$ cat src/rtl/mips_pkg.sv
// mips_pkg: definitions shared by the fetch stage and the decoder.
//   - fetch FSM state encoding (BOOT/RUN/HALT)
//   - instruction width and the NOP encoding used for bubbles
//   - redirect-source select encoding
//   - opcode/funct constants reused by the decoder
//   - branch target helper
package mips_pkg;

  localparam int INSTR_W = 32;
  localparam logic [INSTR_W-1:0] NOP = 32'h0000_0000;

  typedef enum logic [1:0] {
    ST_BOOT = 2'd0,
    ST_RUN  = 2'd1,
    ST_HALT = 2'd2
  } fetch_state_e;

  typedef enum logic [1:0] {
    SEL_SEQ  = 2'd0,
    SEL_BR   = 2'd1,
    SEL_JUMP = 2'd2,
    SEL_JR   = 2'd3
  } redir_sel_e;

  localparam logic [5:0] OP_SPECIAL = 6'h00;
  localparam logic [5:0] OP_J       = 6'h02;
  localparam logic [5:0] OP_JAL     = 6'h03;
  localparam logic [5:0] OP_BEQ     = 6'h04;
  localparam logic [5:0] OP_BNE     = 6'h05;
  localparam logic [5:0] FUNCT_JR   = 6'h08;

  // Branch target: PC+4 plus the sign-extended word offset, wrapping mod 2^32.
  function automatic logic [31:0] branch_target(input logic [31:0] pc4,
                                                 input logic [15:0] offset);
    return pc4 + {{14{offset[15]}}, offset, 2'b00};
  endfunction

endpackage

$ cat src/rtl/next_pc_sel.sv
// next_pc_sel: combinational next-PC selection for the fetch stage.
// Picks the candidate PC (jr > jump > branch > sequential) and flags it as
// faulty when it is misaligned or beyond the end of instruction memory.
// Ports:
//   pc_i          current PC
//   br_taken_i, br_pc4_i, br_offset_i   conditional branch redirect
//   jump_en_i, jump_index_i             J/JAL redirect
//   jr_en_i, jr_target_i                JR redirect
//   redirect_o    any redirect source is active
//   target_o      selected next PC (sequential PC+4 when no redirect)
//   seq_pc4_o     PC+4 of the current PC
//   fault_o       target_o is not a legal fetch address
module next_pc_sel
  import mips_pkg::*;
#(
  parameter int IMEM_DEPTH = 1024
) (
  input  logic [31:0] pc_i,
  input  logic        br_taken_i,
  input  logic [31:0] br_pc4_i,
  input  logic [15:0] br_offset_i,
  input  logic        jump_en_i,
  input  logic [25:0] jump_index_i,
  input  logic        jr_en_i,
  input  logic [31:0] jr_target_i,
  output logic        redirect_o,
  output logic [31:0] target_o,
  output logic [31:0] seq_pc4_o,
  output logic        fault_o
);

  localparam logic [31:0] DEPTH_W = 32'(IMEM_DEPTH);

  redir_sel_e sel_s;

  // Source priority and target mux.
  always_comb begin
    sel_s      = SEL_SEQ;
    seq_pc4_o  = pc_i + 32'd4;
    target_o   = seq_pc4_o;
    if (jr_en_i) begin
      sel_s = SEL_JR;
    end else if (jump_en_i) begin
      sel_s = SEL_JUMP;
    end else if (br_taken_i) begin
      sel_s = SEL_BR;
    end else begin
      sel_s = SEL_SEQ;
    end
    case (sel_s)
      SEL_JR:   target_o = jr_target_i;
      SEL_JUMP: target_o = {br_pc4_i[31:28], jump_index_i, 2'b00};
      SEL_BR:   target_o = branch_target(br_pc4_i, br_offset_i);
      SEL_SEQ:  target_o = seq_pc4_o;
      default:  target_o = seq_pc4_o;
    endcase
    redirect_o = (sel_s != SEL_SEQ);
  end

  // Legal fetch address: word aligned and word index inside the memory.
  always_comb begin
    fault_o = (target_o[1:0] != 2'b00) || ({2'b00, target_o[31:2]} >= DEPTH_W);
  end

endmodule

$ cat src/rtl/fetch_pc_unit.sv
// fetch_pc_unit: instruction-fetch stage. Owns the PC, drives the
// instruction-memory word address and captures fetched words into IF/ID.
// Optional build macro: BRANCH_DELAY_SLOT_EN -- when defined, the word in
// flight during a redirect is kept as a delay-slot instruction instead of
// being flushed, and redirects wait until stall is low.
// Ports:
//   clk, reset                 clock, synchronous active-high reset
//   stall, halt_req            pipeline hold / stop request
//   br_*, jump_*, jr_*         redirect requests from downstream
//   imem_addr, imem_instr      instruction memory address / returned word
//   if_id_valid/pc4/instr      IF/ID pipeline register
//   halted, pc_fault           HALT state and fault cause
//   fetch_count                instructions captured into IF/ID
module fetch_pc_unit
  import mips_pkg::*;
#(
  parameter logic [31:0] RESET_PC   = 32'h0000_0000,
  parameter int          IMEM_DEPTH = 1024
) (
  input  logic                clk,
  input  logic                reset,
  input  logic                stall,
  input  logic                halt_req,
  input  logic                br_taken,
  input  logic [31:0]         br_pc4,
  input  logic [15:0]         br_offset,
  input  logic                jump_en,
  input  logic [25:0]         jump_index,
  input  logic                jr_en,
  input  logic [31:0]         jr_target,
  output logic [31:0]         imem_addr,
  input  logic [INSTR_W-1:0]  imem_instr,
  output logic                if_id_valid,
  output logic [31:0]         if_id_pc4,
  output logic [INSTR_W-1:0]  if_id_instr,
  output logic                halted,
  output logic                pc_fault,
  output logic [31:0]         fetch_count
);

`ifdef BRANCH_DELAY_SLOT_EN
  localparam bit DELAY_SLOT = 1'b1;
`else
  localparam bit DELAY_SLOT = 1'b0;
`endif

  fetch_state_e        state_q, state_d;
  logic [31:0]         pc_q, pc_d;
  logic                valid_q, valid_d;
  logic [31:0]         pc4_q, pc4_d;
  logic [INSTR_W-1:0]  instr_q, instr_d;
  logic                fault_q, fault_d;
  logic [31:0]         count_q, count_d;

  logic                redirect_s;
  logic [31:0]         target_s;
  logic [31:0]         seq_pc4_s;
  logic                tgt_fault_s;
  logic                advance_s;

  next_pc_sel #(.IMEM_DEPTH(IMEM_DEPTH)) u_next_pc_sel (
    .pc_i         (pc_q),
    .br_taken_i   (br_taken),
    .br_pc4_i     (br_pc4),
    .br_offset_i  (br_offset),
    .jump_en_i    (jump_en),
    .jump_index_i (jump_index),
    .jr_en_i      (jr_en),
    .jr_target_i  (jr_target),
    .redirect_o   (redirect_s),
    .target_o     (target_s),
    .seq_pc4_o    (seq_pc4_s),
    .fault_o      (tgt_fault_s)
  );

  // Fetch FSM next state, PC, IF/ID and counter.
  always_comb begin
    state_d   = state_q;
    pc_d      = pc_q;
    valid_d   = valid_q;
    pc4_d     = pc4_q;
    instr_d   = instr_q;
    fault_d   = fault_q;
    count_d   = count_q;
    // Without delay slots a redirect squashes the stall; with them the
    // redirect is held upstream until the stall clears.
    advance_s = DELAY_SLOT ? !stall : (redirect_s || !stall);
    case (state_q)
      ST_BOOT: begin
        state_d = ST_RUN;
      end
      ST_RUN: begin
        if (halt_req) begin
          state_d = ST_HALT;
          valid_d = 1'b0;
          pc4_d   = 32'h0000_0000;
          instr_d = NOP;
        end else if (!advance_s) begin
          state_d = ST_RUN;
        end else if (tgt_fault_s) begin
          state_d = ST_HALT;
          fault_d = 1'b1;
          valid_d = 1'b0;
          pc4_d   = 32'h0000_0000;
          instr_d = NOP;
        end else begin
          pc_d = target_s;
          if (redirect_s && !DELAY_SLOT) begin
            valid_d = 1'b0;
            pc4_d   = 32'h0000_0000;
            instr_d = NOP;
          end else begin
            valid_d = 1'b1;
            pc4_d   = seq_pc4_s;
            instr_d = imem_instr;
            count_d = count_q + 32'd1;
          end
        end
      end
      ST_HALT: begin
        state_d = ST_HALT;
      end
      default: begin
        state_d = ST_HALT;
        valid_d = 1'b0;
        pc4_d   = 32'h0000_0000;
        instr_d = NOP;
      end
    endcase
  end

  // State registers with synchronous reset.
  always_ff @(posedge clk) begin
    if (reset) begin
      state_q <= ST_BOOT;
      pc_q    <= RESET_PC;
      valid_q <= 1'b0;
      pc4_q   <= 32'h0000_0000;
      instr_q <= NOP;
      fault_q <= 1'b0;
      count_q <= 32'h0000_0000;
    end else begin
      state_q <= state_d;
      pc_q    <= pc_d;
      valid_q <= valid_d;
      pc4_q   <= pc4_d;
      instr_q <= instr_d;
      fault_q <= fault_d;
      count_q <= count_d;
    end
  end

  assign imem_addr   = pc_q;
  assign if_id_valid = valid_q;
  assign if_id_pc4   = pc4_q;
  assign if_id_instr = instr_q;
  assign halted      = (state_q == ST_HALT);
  assign pc_fault    = fault_q;
  assign fetch_count = count_q;

endmodule

$ cat config.mk
export PLATFORM = sky130hd
export DESIGN_NAME = fetch_pc_unit
export DESIGN_NICKNAME = d
export VERILOG_FILES = /design/src/rtl/mips_pkg.sv /design/src/rtl/next_pc_sel.sv /design/src/rtl/fetch_pc_unit.sv
export SDC_FILE = /design/constraint.sdc
export NUM_CORES = 1
export LEC_CHECK = 0
export CAP_MARGIN = 30
export CORE_ASPECT_RATIO = 0.8
export CORE_MARGIN = 3
export CORE_UTILIZATION = 41
export CTS_BUF_LIST = sky130_fd_sc_hd__clkbuf_8 sky130_fd_sc_hd__clkbuf_16
export DETAILED_ROUTE_END_ITERATION = 12
export PLACE_DENSITY = 0.73
export SLEW_MARGIN = 30
export SYNTH_ARGS = -nofsm -noshare
export SYNTH_HDL_FRONTEND = slang
export SYNTH_HIERARCHICAL = 1
export SYNTH_SLANG_ARGS = --single-unit
$ cat constraint.sdc
create_clock -name clk -period 8 [get_ports clk]
set_clock_uncertainty 0.2 [all_clocks]
set_input_delay 2.4 -clock clk [delete_from_list [all_inputs] [get_ports clk]]
set_output_delay 2.4 -clock clk [all_outputs]
set_load 0.05 [all_outputs]
==> impl_metrics.json <==
{
  "status": "completed",
  "dr.pass1.iters": 6,
  "synth_top_cell_by_area": "dfxtp_1",
  "synth_top_flop_cell": "dfxtp_1",
  "core-area_sq_um": 19370,
  "ctsHoldBuffers": 0,
  "clockRootBuffer": "clkbuf_16",
  "arrival_ns": 7.36,
  "postRouteAntennaNets": 0,
  "portBuffers": 275,
  "syn_inst": 1046,
  "rr_worst_depth": 15,
  "dpl.hpwl_microns": 21790,
  "power_leakage_nw": 4.201,
  "syn-num-nets": 1223,
  "setup_viol": 0,
  "ir_drop_uv": 134.1,
  "finalNetCount": 1458,
  "start_util_pct": 42.53,
  "critPathLaunchType": "input port",
  "cap_violations": 0,
  "num-fill-cells": 1792,
  "synth.distinct_cells": 79,
  "clk_latency_ns": 0.40,
  "p_int_mw": 1.284,
  "synth-seq-cells": 132,
  "netlist_area_sq_um": 8237,
  "antenna_found_initial": 0,
  "p_sw_share_pct": 27.56,
  "synth_seq_area_share_pct": 32.08,
  "r2r_start": "imem_addr[2]$_SDFFE_PP0P_",
  "globalRouteOverflowTotal": 0,
  "clkTransAtPathRegs_ns": 0.06,
  "fp-row-count": 45,
  "async_reset_ff_share_pct": 0,
  "period_minus_slack_ns": 7.276,
  "post_drt_wl_per_cell_microns": 18.50,
  "tightest_slew_ns": 0.8300,
  "cts_buffer_depth": 2,
  "dieArea_sq_um": 21840,
  "wl_microns": 28710,
  "slew_headroom_pct": 44.42,
  "holdPathEnd": "pc_fault$_SDFFE_PP0P_",
  "grt_max_degree": 79,
  "seq_power_share_pct": 37.3,
  "post_cts_buffers": 0,
  "chipWidth_microns": 164.5,
  "cts_resized": 0,
  "syn_area_per_cell_sq_um": 7.874,
  "die_h_microns": 132.8,
  "fin_util_pct": 60.14,
  "dp_cells": 1520,
  "finalHoldViolations": 0,
  "hold_class": "reg2reg",
  "hp-start": "pc_fault$_SDFFE_PP0P_",
  "drive_above_1_share_pct": 5.951,
  "min_path_cells": 2,
  "routed-via-count": 8868,
  "diodes": 0,
  "cts.sinks": 132,
  "synth_top_cell_area_share_pct": 32.08,
  "crit_required_ns": 8.08,
  "numCtsBuffers": 17,
  "power.switching_mw": 0.4882,
  "crit_type": "in2reg",
  "holdWs_ns": 0.2946,
  "viasPerCell": 5.714,
  "final_cells": 1552,
  "yosys_warnings": 6,
  "r2r-end": "fetch_count[28]$_SDFFE_PP0P_",
  "maxSlewViolCount": 0,
  "cp_max_fo": 19,
  "max_freq_mhz": 137.4,
  "cts_tree": "done",
  "cp-end-kind": "register",
  "synthTopCellsByArea": "dfxtp_1 (32%), a22oi_1 (6.5%), nand2_1 (6.2%)",
  "rsz0062_at_grt": "no",
  "grt_first_pass_wirelength_microns": 43770,
  "synth_edf_count": 0,
  "drc": 0,
  "syn2layout_area_growth_pct": 41.43,
  "ios": 276,
  "min_period_over_period_pct": 90.95,
  "rrSetupSlack_ns": 3.14,
  "cts-htree-levels": 4,
  "power_frac_comb_pct": 17.9,
  "grtUsageTotal_pct": 24.86,
  "power_density_nw_per_um2": 152.1,
  "gp_congestion": 0.9032,
  "first_iter_violations": 870,
  "p_clk_share_pct": 44.8,
  "grt_pass1_vias": 7922,
  "fin_setup_tns_ns": 0
}
layout by cell type (no fill, tap or decap), drive strengths merged, types with 6 or more instances in the layout:
cell           synthesis  final
o21ai                 44     44
nor2                 110    110
clkdlybuf4s50          0    273
nand3                 27     27
o221ai                 6      6
dfxtp                132    132
ha                    31     31
a21oi                 90     90
nand4                 29     29
inv                   27     34
nor2b                 10     10
nor4                   9      9
nand2                137    137
o21a                   7      7
o31ai                 26     26
nor3                  12     12
xnor2                 28     28
a211oi                 8      8
or4                   21     21
a22oi                 71     71
a221oi                 6      6
and4                  10     10
clkbuf                46     18
and3                  11     11
or3                    7      7
buf                   26     16
mux2i                  6      6
a21o                  13     13
xor2                  26     26
logic make-up after synthesis:
group | count (synthesis) | share of synthesized area [%]
and+or+nand+nor | 404 | 24.67
AOI/OAI and AO/OA | 315 | 25.51
DFF | 132 | 32.08
buffers and inverters | 100 | 5.909
xor gates and xnor gates | 54 | 5.742
adders and majority gates | 32 | 4.952
muxes | 9 | 1.139
through the flow:
step	instance area [sq um]	worst slack, ns	power, mW
2_1_floorplan	8237	1.479	0.8574
3_3_place_gp	11040	0.5467	0.9848
3_5_place_dp	11040	0.4584	0.9854
4_1_cts	11650	0.8820	1.780
5_1_grt	11650	0.4202	1.841
6_report	11650	0.7242	1.772
layout make-up:
| type | count | area, sq um | area share [%] |
|---|---|---|---|
| clock buffer | 18 | 439.2 | 3.770 |
| clock inverter | 14 | 166.4 | 1.429 |
| inverter | 27 | 101.3 | 0.8700 |
| multi-input combinational | 814 | 5126 | 44.01 |
| sequential | 132 | 2643 | 22.69 |
| tap | 258 | 322.8 | 2.771 |
| timing repair buffer | 289 | 2850 | 24.47 |
worst max-delay path, cell delays in order:
cell	delay [ns]
clkdlybuf4s50_1	0.40
ha_1	0.40
a21oi_1	0.39
o211ai_1	0.18
a221o_1	0.31
a31oi_1	0.42
o211ai_1	0.26
a32o_1	0.27
nor3b_1	0.35
o2111ai_1	0.17
nor4_1	0.21
nand2_1	0.19
nor3_4	0.33
nand4_4	0.29
nor4_1	0.38
mux2_2	0.39
layer usage:
layer | share of wire, % | vias up | track usage, %
li1 | - | 4313 | -
met1 | 44 | 4131 | 35.29
met2 | 45 | 409 | 38.02
met3 | 10 | 15 | 7.074
met4 | 0.75 | 0 | 4.378
met5 | 0 | - | 0
power by group through the flow:
stage	combinational, mW	clock [mW]	sequential [mW]
2_1_floorplan	0.182	0	0.675
3_3_place_gp	0.310	0	0.675
3_5_place_dp	0.311	0	0.675
4_1_cts	0.312	0.808	0.660
5_1_grt	0.345	0.836	0.660
6_report	0.317	0.794	0.660
state kept, by name, summed over array words and instances (netlist names):
register	count
pc_fault	1
if_id_instr	32
if_id_pc4	32
state_q	2
if_id_valid	1
imem_addr	32
fetch_count	32
worst max-delay path by stage:
stage / from / end / slack (ns)
after CTS: br_pc4[15] / if_id_pc4[30]$_SDFFE_PP0P_ / 0.88
final: br_pc4[15] / fetch_count[28]$_SDFFE_PP0P_ / 0.72
after global routing: br_offset[15] / if_id_pc4[30]$_SDFFE_PP0P_ / 0.42
after global placement: br_offset[1] / fetch_count[28]$_SDFFE_PP0P_ / 0.55
after detailed placement: br_pc4[15] / if_id_pc4[30]$_SDFFE_PP0P_ / 0.46
after floorplan: br_pc4[13] / fetch_count[28]$_SDFFE_PP0P_ / 1.48
Yosys cell counts, types with 13 or more instances:
library cell,instances
nand3_1,24
o21ai_0,44
xnor2_1,28
a22oi_1,71
a21o_1,13
nand4_1,26
xor2_1,26
clkbuf_1,43
o31ai_1,26
ha_1,31
nand2_1,137
inv_1,27
a21oi_1,90
or4_1,20
nor2_1,110
dfxtp_1,132
(Power assumes the default switching activity.)
